## config.mk

```make
export PLATFORM = sky130hd
export DESIGN_NAME = axi_isolate_ctrl_flat
export DESIGN_NICKNAME = d
export VERILOG_FILES = /design/src/rtl/axi_isolate_ctrl_if.sv /design/src/rtl/axi_isolate_ctrl.sv /design/src/flat_wrapper.sv
export SDC_FILE = /design/constraint.sdc
export NUM_CORES = 1
export LEC_CHECK = 0
export BUFFER_PORTS_ARGS = -buffer_cell sky130_fd_sc_hd__buf_2
export CAP_MARGIN = 5
export CELL_PAD_IN_SITES_DETAIL_PLACEMENT = 0
export CELL_PAD_IN_SITES_GLOBAL_PLACEMENT = 2
export CORE_MARGIN = 3
export CORE_UTILIZATION = 34
export CTS_CLUSTER_DIAMETER = 30
export DETAILED_ROUTE_END_ITERATION = 6
export PLACE_DENSITY_LB_ADDON = 0.1
export SLEW_MARGIN = 20
export SYNTH_ARGS = -nofsm -noshare
export SYNTH_HDL_FRONTEND = slang
export SYNTH_SLANG_ARGS = --single-unit
```

## constraint.sdc

```tcl
create_clock -name clk_i -period 2.7 [get_ports clk_i]
set_input_delay 0.81 -clock clk_i [delete_from_list [all_inputs] [get_ports clk_i]]
set_output_delay 0.81 -clock clk_i [all_outputs]
set_load 0.02 [all_outputs]
```

## src/rtl/axi_isolate_ctrl_if.sv

```systemverilog
// axi_isolate_ctrl_if: AW/AR gate handshakes and observed response strobes around axi_isolate_ctrl
//   slv_*_valid / slv_*_ready : subsystem-side address handshake
//   mst_*_valid / mst_*_ready : CDC-side address handshake
//   b_hs, r_hs, r_last        : response handshakes, observed only
//   master modport: subsystem/CDC environment; slave modport: the isolation controller
interface axi_isolate_ctrl_if;
  logic slv_aw_valid, slv_aw_ready, mst_aw_valid, mst_aw_ready;
  logic slv_ar_valid, slv_ar_ready, mst_ar_valid, mst_ar_ready;
  logic b_hs, r_hs, r_last;
  modport master (
    output slv_aw_valid, mst_aw_ready, slv_ar_valid, mst_ar_ready, b_hs, r_hs, r_last,
    input  slv_aw_ready, mst_aw_valid, slv_ar_ready, mst_ar_valid
  );
  modport slave (
    input  slv_aw_valid, mst_aw_ready, slv_ar_valid, mst_ar_ready, b_hs, r_hs, r_last,
    output slv_aw_ready, mst_aw_valid, slv_ar_ready, mst_ar_valid
  );
endinterface

```

## src/rtl/axi_isolate_ctrl.sv

```systemverilog
// axi_isolate_ctrl: gates AW/AR on isolate request, drains outstanding txns, caps outstanding per direction
//   clk_i, rst_ni : clock, asynchronous active-low reset
//   isolate_i     : isolation request (level); isolated_o : port drained and gated
//   bus           : AW/AR gate handshakes plus observed B/R handshakes
//   underflow_o   : sticky response-without-request; timeout_o : sticky drain timeout
//   Optional drain timeout enabled by defining AXI_ISO_TIMEOUT_EN
module axi_isolate_ctrl #(
  parameter int unsigned MaxTxns       = 8,
  parameter int unsigned TimeoutCycles = 1024
) (
  input  logic              clk_i,
  input  logic              rst_ni,
  input  logic              isolate_i,
  output logic              isolated_o,
  output logic              underflow_o,
  output logic              timeout_o,
  axi_isolate_ctrl_if.slave bus
);
  localparam int unsigned CW = $clog2(MaxTxns + 1);
  localparam logic [CW-1:0] CAP = CW'(MaxTxns);
  localparam logic [1:0] RUN = 2'd0, DRAIN = 2'd1, ISOLATED = 2'd2;
  if (MaxTxns < 1 || MaxTxns > 255 || TimeoutCycles < 1) begin : g_bad_param
    $error("axi_isolate_ctrl: MaxTxns must be 1..255 and TimeoutCycles >= 1");
  end
  logic [1:0] state, state_nx;
  logic [CW-1:0] aw_cnt, ar_cnt, aw_cnt_nx, ar_cnt_nx;
  logic aw_pend, ar_pend, aw_open, ar_open, aw_hs, ar_hs, r_done;
  logic aw_uf, ar_uf, drained, timeout_hit;
  // pend keeps a presented valid alive after the gate closes; rst_ni forces the gate shut in reset
  assign aw_open = rst_ni & ((state == RUN && aw_cnt < CAP) | aw_pend);
  assign ar_open = rst_ni & ((state == RUN && ar_cnt < CAP) | ar_pend);
  assign bus.mst_aw_valid = bus.slv_aw_valid & aw_open;
  assign bus.slv_aw_ready = bus.mst_aw_ready & aw_open;
  assign bus.mst_ar_valid = bus.slv_ar_valid & ar_open;
  assign bus.slv_ar_ready = bus.mst_ar_ready & ar_open;
  assign aw_hs = bus.mst_aw_valid & bus.mst_aw_ready;
  assign ar_hs = bus.mst_ar_valid & bus.mst_ar_ready;
  assign r_done = bus.r_hs & bus.r_last;
  assign aw_uf = bus.b_hs & !aw_hs & (aw_cnt == '0);
  assign ar_uf = r_done & !ar_hs & (ar_cnt == '0);
  always_comb begin
    aw_cnt_nx = (aw_hs && !bus.b_hs) ? aw_cnt + 1'b1 : (!aw_hs && bus.b_hs && !aw_uf) ? aw_cnt - 1'b1 : aw_cnt;
    ar_cnt_nx = (ar_hs && !r_done) ? ar_cnt + 1'b1 : (!ar_hs && r_done && !ar_uf) ? ar_cnt - 1'b1 : ar_cnt;
    drained = !aw_pend && !ar_pend && aw_cnt_nx == '0 && ar_cnt_nx == '0;
    state_nx = state == RUN ? (isolate_i ? DRAIN : RUN) :
               state == DRAIN ? (!isolate_i ? RUN : (drained || timeout_hit) ? ISOLATED : DRAIN) :
               state == ISOLATED ? (isolate_i ? ISOLATED : RUN) : RUN;
  end
  always_ff @(posedge clk_i or negedge rst_ni) begin
    if (!rst_ni) begin
      state       <= RUN;
      aw_cnt      <= '0;
      ar_cnt      <= '0;
      aw_pend     <= 1'b0;
      ar_pend     <= 1'b0;
      isolated_o  <= 1'b0;
      underflow_o <= 1'b0;
    end else begin
      state       <= state_nx;
      aw_cnt      <= aw_cnt_nx;
      ar_cnt      <= ar_cnt_nx;
      aw_pend     <= bus.mst_aw_valid ? !bus.mst_aw_ready : aw_pend;
      ar_pend     <= bus.mst_ar_valid ? !bus.mst_ar_ready : ar_pend;
      isolated_o  <= state_nx == ISOLATED;
      underflow_o <= underflow_o | aw_uf | ar_uf;
    end
  end
`ifdef AXI_ISO_TIMEOUT_EN
  localparam int unsigned TW = $clog2(TimeoutCycles + 1);
  logic [TW-1:0] t_cnt;
  // t_cnt holds 0 outside DRAIN so each drain attempt starts a fresh window
  assign timeout_hit = state == DRAIN && t_cnt == TW'(TimeoutCycles - 1);
  always_ff @(posedge clk_i or negedge rst_ni) begin
    if (!rst_ni) begin
      t_cnt     <= '0;
      timeout_o <= 1'b0;
    end else begin
      t_cnt     <= state == DRAIN ? t_cnt + 1'b1 : '0;
      timeout_o <= state_nx == RUN ? 1'b0 : (state == DRAIN && state_nx == ISOLATED && !drained) ? 1'b1 : timeout_o;
    end
  end
`else
  assign timeout_hit = 1'b0;
  assign timeout_o   = 1'b0;
`endif
endmodule
```

## src/flat_wrapper.sv

```systemverilog
// flat-port wrapper written by rule: the top's interface ports become plain ports
module axi_isolate_ctrl_flat 
#(
  parameter int unsigned MaxTxns       = 8,
  parameter int unsigned TimeoutCycles = 1024
)
  (clk_i, rst_ni, isolate_i, isolated_o, underflow_o, timeout_o, bus_slv_aw_valid, bus_mst_aw_ready, bus_slv_ar_valid, bus_mst_ar_ready, bus_b_hs, bus_r_hs, bus_r_last, bus_slv_aw_ready, bus_mst_aw_valid, bus_slv_ar_ready, bus_mst_ar_valid);
  axi_isolate_ctrl_if bus_i ();
  input  logic clk_i;
  input  logic rst_ni;
  input  logic isolate_i;
  output logic isolated_o;
  output logic underflow_o;
  output logic timeout_o;
  input wire logic [$bits(bus_i.slv_aw_valid)-1:0] bus_slv_aw_valid;
  input wire logic [$bits(bus_i.mst_aw_ready)-1:0] bus_mst_aw_ready;
  input wire logic [$bits(bus_i.slv_ar_valid)-1:0] bus_slv_ar_valid;
  input wire logic [$bits(bus_i.mst_ar_ready)-1:0] bus_mst_ar_ready;
  input wire logic [$bits(bus_i.b_hs)-1:0] bus_b_hs;
  input wire logic [$bits(bus_i.r_hs)-1:0] bus_r_hs;
  input wire logic [$bits(bus_i.r_last)-1:0] bus_r_last;
  output wire logic [$bits(bus_i.slv_aw_ready)-1:0] bus_slv_aw_ready;
  output wire logic [$bits(bus_i.mst_aw_valid)-1:0] bus_mst_aw_valid;
  output wire logic [$bits(bus_i.slv_ar_ready)-1:0] bus_slv_ar_ready;
  output wire logic [$bits(bus_i.mst_ar_valid)-1:0] bus_mst_ar_valid;
  assign bus_i.slv_aw_valid = bus_slv_aw_valid;
  assign bus_i.mst_aw_ready = bus_mst_aw_ready;
  assign bus_i.slv_ar_valid = bus_slv_ar_valid;
  assign bus_i.mst_ar_ready = bus_mst_ar_ready;
  assign bus_i.b_hs = bus_b_hs;
  assign bus_i.r_hs = bus_r_hs;
  assign bus_i.r_last = bus_r_last;
  assign bus_slv_aw_ready = bus_i.slv_aw_ready;
  assign bus_mst_aw_valid = bus_i.mst_aw_valid;
  assign bus_slv_ar_ready = bus_i.slv_ar_ready;
  assign bus_mst_ar_valid = bus_i.mst_ar_valid;
  axi_isolate_ctrl #(.MaxTxns(MaxTxns), .TimeoutCycles(TimeoutCycles)) u_core (.clk_i(clk_i), .rst_ni(rst_ni), .isolate_i(isolate_i), .isolated_o(isolated_o), .underflow_o(underflow_o), .timeout_o(timeout_o), .bus(bus_i));
endmodule
```

# --- Yosys cells after proc, flatten, opt, wreduce, memory -nomap -nowiden ---
# Cells that the tools add are included.
word_totals:
  reg_bits: 14
  output_inout_bits: 7
  in_bits: 10
classes:
  eq_ne: 3
  add_sub_neg: 4
  mux: 11
  n_bitwise: 17
  order_cmp: 2
  n_reduce_logical: 26
ops:
  columns: ["operator", "count"]
  rows:
  - ["$logic_not 4->1", 4]
  - ["$mux 4", 4]
  - ["$and 1x1->1", 13]
  - ["$mux 2", 6]
  - ["$logic_and 1x1->1", 11]
  - ["$logic_not 1->1", 10]
  - ["$add 4x1->4 const B", 2]
  - ["$lt 4x4->1 const B", 2]
  - ["$sub 4x1->4 const B", 2]
  - ["$eq 2x2->1 const B", 2]
  - ["$or 1x1->1", 4]
  - ["$eq 2x1->1 const B", 1]
  - ["$logic_not 2->1", 1]
  - ["$mux 1", 1]

# --- Longest topological paths before layout ---
logic_depth:
  ltp_word: 21
  ltp_mapped: 8
  depth_no_buf: 8

# --- Worst setup path after synthesis ---
# Ideal clock, no wire load.
synth_timing:
  kind: "input to output"
  start: "in rst_ni"
  end: "out bus_mst_aw_valid"
  required_time_ns: 1.890
  path_buffers: 0
  stages: 2
  arrival_time_ns: 1.166
  setup_slack_ns: 0.724
  path_cell_list: "o21a_1 -> and2_1"
synth_between:
  elab_chain_cells: 2
synth_rtl:
  columns: ["element", "line", "text"]
  rows:
  - ["start, declared", "flat_wrapper.sv:10", "input logic rst_ni;"]
  - ["$and 1x1->1", "axi_isolate_ctrl.sv:30", "assign aw_open = rst_ni & ((state == RUN && aw_cnt < CAP) | aw_pend);"]
  - ["$and 1x1->1", "axi_isolate_ctrl.sv:32", "assign bus.mst_aw_valid = bus.slv_aw_valid & aw_open;"]
  - ["end, declared", "flat_wrapper.sv:23", "output wire logic [$bits(bus_i.mst_aw_valid)-1:0] bus_mst_aw_valid;"]
# Every way passes these cells.

# --- Worst setup path after layout ---
layout_timing:
  start: "reg u_core.aw_cnt[3]"
  end: "out bus_mst_aw_valid"
layout_between:
  elab_chain_cells: 5
layout_rtl:
  columns: ["element", "line", "text"]
  rows:
  - ["start, declared", "axi_isolate_ctrl.sv:26", "logic [CW-1:0] aw_cnt, ar_cnt, aw_cnt_nx, ar_cnt_nx;"]
  - ["start signal, assigned", "axi_isolate_ctrl.sv:60", "aw_cnt <= aw_cnt_nx;"]
  - ["$lt 4x4->1", "axi_isolate_ctrl.sv:30", null]
  - ["$logic_and 1x1->1", "axi_isolate_ctrl.sv:30", null]
  - ["$or 1x1->1", "axi_isolate_ctrl.sv:30", null]
  - ["$and 1x1->1", "axi_isolate_ctrl.sv:30", null]
  - ["$and 1x1->1", "axi_isolate_ctrl.sv:32", null]
# Every way passes these cells.

==> impl_metrics.sql <==
INSERT INTO impl_metrics (metric_group, metric, value, unit) VALUES
('timing', 'fmaxAchievable', '426', 'MHz'),
('worst_setup_path', 'critical_path.reg2reg.endpoint', 'u_core.isolated_o', ''),
('worst_setup_path', 'timing.critical_path.required', '1.89', 'ns'),
('power', 'pwr-share-clk', '0.137', ''),
('worst_setup_path', 'timing.reg2reg.worst_path_depth', '8', ''),
('die', 'initial_core_util', '0.371', ''),
('worst_setup_path', 'timing.critical_path.max_delay_family', 'simple AND/OR/NAND/NOR gates', ''),
('power', 'switching_power', '0.488', 'mW'),
('drt', 'drt-total-wl', '2390', 'µm'),
('cts', 'tritoncts', 'built', ''),
('die', 'die_h', '62.0', 'µm'),
('timing', 'finalClockSkew', '0.00614', 'ns'),
('cts', 'cts_root_buf', 'clkbuf_4', ''),
('worst_setup_path', 'timing.setup.critical_path_class', 'register to primary output', ''),
('power', 'power_per_cell_area', '897', 'mW/mm²'),
('power', 'fraction_of_power_consumed_by_sequential_logic', '0.372', ''),
('yosys', 'share_of_yosys_cell_area_claimed_by_the_top_area_cell_type', '0.329', ''),
('die', 'die_area', '0.00384', 'mm²'),
('cts', 'clk_pin_slew', '0.09', 'ns'),
('timing', 'setup_viol', '0', ''),
('yosys', 'synthDistinctLibCells', '48', ''),
('yosys', 'yosys.area_share.xor_xnor', '0.0164', ''),
('placed_design', 'io_buffer_count', '15', ''),
('cts', 'cts-resized-gates', '0', ''),
('global_routing', 'grt_pass1_vias', '900', ''),
('global_routing', 'grt_first_pass_wirelength', '4120', 'µm'),
('worst_setup_path', 'crit_fanout', '7', ''),
('worst_setup_path', 'setup.worst_path.start_class', 'register', ''),
('cts', 'hold_buffers', '0', ''),
('yosys', 'synth-compound-area-share', '0.252', ''),
('min_path', 'holdCritPathClass', 'input port to async pin', ''),
('cts', 'tritoncts_num_sinks', '14', ''),
('global_routing', 'gr-total-overflow', '0', ''),
('worst_setup_path', 'crit_buf_inv', '1', ''),
('worst_setup_path', 'timing.critical_path.slowest_cell_delay', '0.46', 'ns'),
('placed_design', 'dpl.hpwl', '1890', 'µm'),
('power', 'power.combinational.fraction', '0.492', ''),
('yosys', 'ys_warn_count', '0', ''),
('yosys', 'synth.mux.area_fraction', '0.0481', ''),
('die', 'coreArea', '0.00288', 'mm²'),
('cts', 'clkLatencyLatePin', '0.28', 'ns'),
('power', 'power.internal', '0.608', 'mW'),
('timing', 'slew_violations', '0', ''),
('power', 'p_leak', '0.534', 'nW'),
('global_routing', 'grt_util_all_layers', '0.145', ''),
('global_routing', 'number_of_antenna_violations_at_the_first_check_in_global_routing', '0', ''),
('timing', 'final_period_minus_worst_setup_slack', '2.34', 'ns'),
('global_routing', 'pin_count_of_the_biggest_net_entering_global_routing', '12', ''),
('yosys', 'ys_ff_latch', '14', ''),
('worst_setup_path', 'critical_path_arrival', '1.53', 'ns'),
('cts', 'cts.path.max_buffers', '2', ''),
('placed_design', 'routabilityCongestion', '0.795', ''),
('worst_setup_path', 'setup.reg_to_reg.worst_slack', '0.58', 'ns'),
('finish', 'layout-drive-gt1-share', '0.237', ''),
('timing', 'setup_repair_after_global_routing_missed_its_margin', 'no', ''),
('timing', 'number_of_hold_violations_in_the_final_report', '0', ''),
('timing', 'finalCritPeriodShare', '0.868', ''),
('finish', 'flow.area_growth_from_synthesis', '14.7', '%'),
('drt', 'detailroute.via_count', '925', ''),
('worst_setup_path', 'rr_startpoint', 'u_core.ar_cnt[1]', ''),
('yosys', 'synth_seq_area_share', '0.329', ''),
('yosys', 'async_set_or_reset_register_ratio_after_synthesis', '1.00', ''),
('finish', 'antennaDiodeCount', '0', ''),
('drt', 'final_antenna_net_count', '0', ''),
('run_status', 'status', 'completed', ''),
('yosys', 'post_synth.cell_area_avg', '9.11', 'µm²'),
('worst_setup_path', 'timing.critical_path.to_type', 'primary output', ''),
('drt', 'remaining_drcs', '0', ''),
('yosys', 'post_synthesis_instance_area', '0.00107', 'mm²'),
('drt', 'drt-vias-per-instance', '5.23', ''),
('yosys', 'synth_ff_type', 'dfrtp_1', '');
## logic make-up (layout without fill, tap and decap cells)
logic type	after synthesis	in the layout
AO/OA/AOI/OAI	31	31
flip-flops	14	14
multiplexers	5	5
XOR/XNOR	2	2
AND/OR/NAND/NOR	50	50
other	1	1
adder cells (fa/ha/maj)	4	4
buffers and inverters	10	28
## flip-flops by register name, summed over array words and instances, names as in the netlist
register and flops:
u_core.ar_cnt 4, u_core.aw_cnt 4, u_core.state 2, u_core.ar_pend 1, u_core.aw_pend 1, u_core.isolated_o 1
u_core.underflow_o 1
## power by group through the flow
stage	clock network (mW)	registers [mW]	logic (mW)
2_1_floorplan	0	0.389	0.410
3_3_place_gp	0	0.411	0.540
3_5_place_dp	0	0.411	0.537
4_1_cts	0.156	0.406	0.541
5_1_grt	0.171	0.431	0.614
6_report	0.150	0.408	0.539
## through the flow
stage	utilization	worst slack [ns]	area (µm²)	hold slack (ns)	instances
floorplan	-	0.724	1070	0.514	117
global placement	0.412	0.385	1190	0.480	173
detailed placement	0.412	0.373	1190	0.480	173
CTS	0.425	0.310	1220	0.350	177
global route	0.425	0.227	1220	0.339	177
finish	0.425	0.355	1220	0.359	177
## synthesized netlist by cell type (2+ instances only)
master and count:
nand3_1 3, dfrtp_1 14, o32ai_1 2, xnor2_1 2
and3_1 4, inv_1 7, nand4b_1 2, nand2b_1 2
ha_1 4, nor3_1 2, a21oi_1 5, o22ai_1 2
and2_1 3, nor3b_1 3, mux2i_1 4, nor2_1 15
o21ai_0 5, nand2_1 7, nor3_2 2
## worst max-delay path by stage
stage	start	endpoint	slack (ns)	depth (start not counted)
4_1_cts	u_core.aw_cnt[3]	bus_mst_aw_valid	0.31	4
5_1_grt	u_core.ar_cnt[3]	bus_mst_ar_valid	0.23	4
6_report	u_core.aw_cnt[3]	bus_mst_aw_valid	0.36	4
2_1_floorplan	rst_ni	bus_mst_aw_valid	0.72	2
3_3_place_gp	rst_ni	bus_mst_aw_valid	0.38	4
3_5_place_dp	rst_ni	bus_mst_aw_valid	0.37	4
## cells in the final DEF (no fill, tap or decap), types with 3 or more instances in the layout
cell	n
clkbuf_4	3
mux2i_1	4
nand2_1	7
inv_1	7
and3_1	4
ha_1	4
and2_1	3
nand3_1	3
nor3b_1	3
nor2_1	15
buf_2	15
a21oi_1	5
dfrtp_1	14
o21ai_0	5
## layer usage
layer | GRT usage | vias up | share of wire
met2 | 0.203 | 24 | 0.42
li1 | - | 466 | -
met4 | 0.0364 | 0 | 0.0054
met1 | 0.219 | 433 | 0.53
met5 | 0 | - | 0
met3 | 0.0372 | 2 | 0.051
## layout make-up
class                           count  area [µm²]
Clock buffer                        4        36.3
Sequential cell                    14         350
Timing Repair Buffer               17        90.1
Inverter                            7        26.3
Tap cell                           42        52.6
Fill cell                         299        1650
Multi-Input combinational cell     93         667
(Power assumes the default switching activity.)
